===== src/rtl/func_sweep_pkg.sv =====
// Shared types and constants for the truth-table sweep checker.
// Latency: n/a (package only).
// Backpressure: n/a (package only).
package func_sweep_pkg;

    localparam int unsigned N_VEC = 16;
    localparam int unsigned IDX_W = 4;
    localparam int unsigned ERR_W = 5;
    localparam int unsigned CNT_W = 4;

    localparam logic [N_VEC-1:0] FUNC_TT  = 16'hC855;
    localparam logic [IDX_W-1:0] IDX_LAST = 4'd15;
    localparam logic [ERR_W-1:0] ERR_MAX  = 5'd16;

    typedef enum logic [1:0] {
        ST_IDLE,
        ST_SETTLE,
        ST_SAMPLE,
        ST_DONE
    } state_t;

endpackage


===== src/rtl/func_sweep_timer.sv =====
// Loadable settle-time down-counter; zero flags expiry.
// Latency: load takes effect on the next edge, zero is combinational from the count.
// Backpressure: none; dec is ignored once the count reaches zero.
module func_sweep_timer
    import func_sweep_pkg::*;
(
    input  logic             clk,
    input  logic             rst,
    input  logic             load,
    input  logic [CNT_W-1:0] load_val,
    input  logic             dec,
    output logic             zero
);

    logic [CNT_W-1:0] cnt_q;
    logic [CNT_W-1:0] cnt_d;

    always_comb begin
        cnt_d = cnt_q;
        if (load) begin
            cnt_d = load_val;
        end else if (dec && (cnt_q != '0)) begin
            cnt_d = cnt_q - CNT_W'(1);
        end
    end

    always_ff @(posedge clk or posedge rst) begin
        if (rst) begin
            cnt_q <= '0;
        end else begin
            cnt_q <= cnt_d;
        end
    end

    assign zero = (cnt_q == '0);

endmodule


===== config.mk =====
export PLATFORM = sky130hd
export DESIGN_NAME = func_sweep_timer
export DESIGN_NICKNAME = d
export VERILOG_FILES = /design/src/rtl/func_sweep_pkg.sv /design/src/rtl/func_sweep_timer.sv
export SDC_FILE = /design/constraint.sdc
export NUM_CORES = 1
export LEC_CHECK = 0
export ABC_AREA = 1
export BUFFER_PORTS_ARGS = -buffer_cell sky130_fd_sc_hd__buf_2
export CAP_MARGIN = 20
export CORE_AREA = 4 4 41 43
export CTS_CLUSTER_SIZE = 16
export DETAILED_ROUTE_END_ITERATION = 10
export DIE_AREA = 0 0 45 47
export SLEW_MARGIN = 25
export SYNTH_ARGS = -nofsm -noshare
export SYNTH_HDL_FRONTEND = slang
export SYNTH_SLANG_ARGS = --single-unit

===== constraint.sdc =====
create_clock -name clk -period 2.2 [get_ports clk]
set_input_delay 0 -clock clk [delete_from_list [all_inputs] [get_ports clk]]
set_output_delay 0 -clock clk [all_outputs]
set_load 0.02 [all_outputs]

==> impl_metrics.csv <==
group,metric,value,unit
detailed_routing,wire_per_inst,7.973,um
detailed_routing,vias,290,
timing,fmax,0.8328,GHz
min_path,min-delay-path-class,"in2reg",
worst_setup_path,crit_family,"flip-flops",
synthesis,ys_async_sr_fraction,100.0,%
global_routing,grt_max_degree,9,
worst_setup_path,endpoint_kind,"primary output",
global_routing,grt_overflow,0,
synthesis,synth_commonest_cells,"nand2_1 (21), inv_1 (6), dfrtp_1 (4)",
global_routing,antenna_found_initial,0,
placed_design,gp_congestion,0.7801,
synthesis,yosysMostFrequentCell,"nand2_1",
placed_design,dp_cells,70,
timing,hold_violations,0,
synthesis,synth_compound_area_share,3.347,%
floorplan,die_h,47,um
clock_network,insertion_delay,230,ps
timing,slew_headroom,90.35,%
worst_setup_path,worst-path-buf-inv,3,
placed_design,dp_hpwl,484.2,um
power,internal_power,0.1900,mW
finish,fin_cells,74,
finish,top_register,"cnt_q",
worst_setup_path,critPathLaunchType,"flip-flop",
synthesis,avgSynthCellArea,6.362,um2
power,leakagePower,0.2341,nW
synthesis,yosys_warnings,0,
synthesis,syn_inst,47,
synthesis,ys_ff_latch,4,
power,vdd_ir_drop_max,0.3012,mV
floorplan,fp.dieW,45,um
clock_network,cts_buffer_depth,2,
timing,fin_skew,2.630,ps
synthesis,synth_nets,56,
worst_setup_path,cp_cell_sequence,"inv_1 -> ha_1 -> nand2_2 -> inv_1 -> buf_2",
finish,multiInputGateArea,168.9,um2
worst_setup_path,path_common_cell,"inv_1",
finish,area_growth,30.54,%
worst_setup_path,crit_fanout,3,
power,switching_share,34.39,%
global_routing,track_usage,7.058,%
synthesis,yosysUniqueCellTypes,13,
detailed_routing,drtPass1Iterations,4,
synthesis,synthTopCellsByArea,"dfrtp_1 (33%), nand2_1 (26%), inv_1 (7.5%)",
clock_network,cts_resized,0,
finish,regArea,100.1,um2
synthesis,synth_top_family_by_area,"simple AND/OR/NAND/NOR gates",
synthesis,syn_area,299.0,um2
floorplan,io_pins,9,
synthesis,synth_mux_area_share,0,%
clock_network,tritoncts,"done",
detailed_routing,drc,0,
detailed_routing,drtAntennaViolNets,0,
power,p_seq_share,35.6,%
worst_setup_path,worstPathRequired,2200,ps
timing,rsz0062_at_grt,"no",
synthesis,ys_seq_area_share,33.47,%
finish,fillers,159,
worst_setup_path,crit_type,"reg2out",
power,clkPwrFrac,30.3,%
synthesis,synth-adder-area-share,4.184,%
timing,maxSlewViolCount,0,
synthesis,yosys.area_share.xor_xnor,0,%
power,powerDensity,742.0,nW/um2
detailed_routing,postRouteWirelength,590,um
detailed_routing,drtIter0Drc,8,
power,p_switching,0.09960,mW
timing,hold_ws,84.63,ps
global_routing,grt_pass1_vias,263,
power,power_frac_comb,34.1,%
synthesis,ys.flop_type,"dfrtp_1",
finish,largest_reg_flops,4,
finish,n_antenna_cell,0,
floorplan,die-area,2115,um2
synthesis,yosys.area_share.simple,48.95,%
finish,finalNetCount,70,
worst_setup_path,cp_slowest_stage_delay,380,ps
timing,period_minus_slack,1201,ps
finish,layout-drive-gt1-share,27.12,%
finish,largestRegisters,"cnt_q x4",
job,cap_violations,0,
synthesis,synth_top_cell_area_share,33.47,%
clock_network,cts.clk_slew.worst_paths,30,ps
outcome,outcome,"complete, no violations",
floorplan,start_util,22.98,%
timing,finalCritPeriodShare,54.58,%
worst_setup_path,cp_slowest_cell,"dfrtp_1",
clock_network,cts-root-buf,"clkbuf_4",
floorplan,core-area,1301,um2
floorplan,rows,13,
clock_network,cts_buffers,3,
synthesis,synth_edf_count,0,
clock_network,clkSinkCount,4,
timing,tightest_slew,143.3,ps
timing,finalSetupViolations,0,
placed_design,port_buffers,8,
detailed_routing,viasPerCell,3.919,
synthesis,synth_top_area_cell,"dfrtp_1",
timing,timing.setup.tns,0,ps
global_routing,grt_pass1_wl,1.014,mm
clock_network,htree_levels,1,
worst_setup_path,worstPathArrival,1200,ps
final timing paths:
check | startpoint | endpoint | slack, ps | cells after the start
setup / recovery | cnt_q[0]$_DFFE_PP0P_ | zero | 1000 | 5
hold / removal | load_val[2] | cnt_q[2]$_DFFE_PP0P_ | 80 | 5
setup reg to reg | cnt_q[0]$_DFFE_PP0P_ | cnt_q[2]$_DFFE_PP0P_ | 1050 | 7
hold reg to reg | cnt_q[0]$_DFFE_PP0P_ | cnt_q[0]$_DFFE_PP0P_ | 530 | 2
max in group asynchronous | rst | cnt_q[2]$_DFFE_PP0P_ | 1870 | 3
min in group asynchronous | rst | cnt_q[1]$_DFFE_PP0P_ | 190 | 3
final cells by class:
cell class / count / share of cell area, %
sequential: 4 / 25.64
clock buffer: 3 / 5.769
multi-input combinational: 35 / 43.27
timing repair buffer: 9 / 12.82
inverter: 8 / 7.692
tap: 15 / 4.808
cells by family after synthesis:
logic type / count (synthesis)
AND/OR/NAND/NOR: 32
buffers and inverters: 8
flip-flops: 4
AO/OA/AOI/OAI: 2
adder cells (fa/ha/maj): 1
worst register-to-register path, stage by stage (launching register included):
cell	delay (ps)
dfrtp_1	380
inv_1	100
ha_1	210
nand2_2	90
nand2_4	90
nand2_2	60
nand2_1	60
nand2_1	50
per-layer routing:
metal	vias to the layer above	track usage (%)	wire (um)
met5	-	0	0
met1	120	8.046	256
met2	3	9.322	314
li1	167	-	-
met3	0	2.682	19
met4	0	8.187	0
placed cells by master (no fill, tap or decap):
cell	n
buf_2	8
clkbuf_4	3
clkinv_1	1
dfrtp_1	4
dlygate4sd3_1	1
ha_1	1
inv_1	6
inv_2	1
nand2_1	21
nand2_2	2
nand2_4	1
nand3_1	3
nand3b_1	2
nor2_1	2
nor2_2	1
o21ai_0	2
repair_timing:
action	CTS	global route
setup buffers	0	0
hold buffers	1	0
endpoints found under the hold margin	4	0
through the flow:
stage	total power, mW	util [%]	setup slack, ps	cell area, um2
after CTS	0.2961	30.00	980.0	390.4
after detailed placement	0.2029	27.50	1044	357.8
after global placement	0.2027	27.50	1063	357.8
after global routing	0.3194	30.00	889.7	390.4
after floorplan	0.1763	-	1141	299.0
final	0.2896	30.00	999.3	390.4
power by group through the flow:
stage                     Clock (mW)  Sequential, mW  Combinational (mW)
after floorplan                    0           0.100              0.0761
after global placement             0           0.104              0.0991
after detailed placement           0           0.104              0.0989
after CTS                     0.0924           0.103               0.101
after global routing          0.0938           0.107               0.118
final                         0.0879           0.103              0.0987
Power figures use the tool's default switching activity.
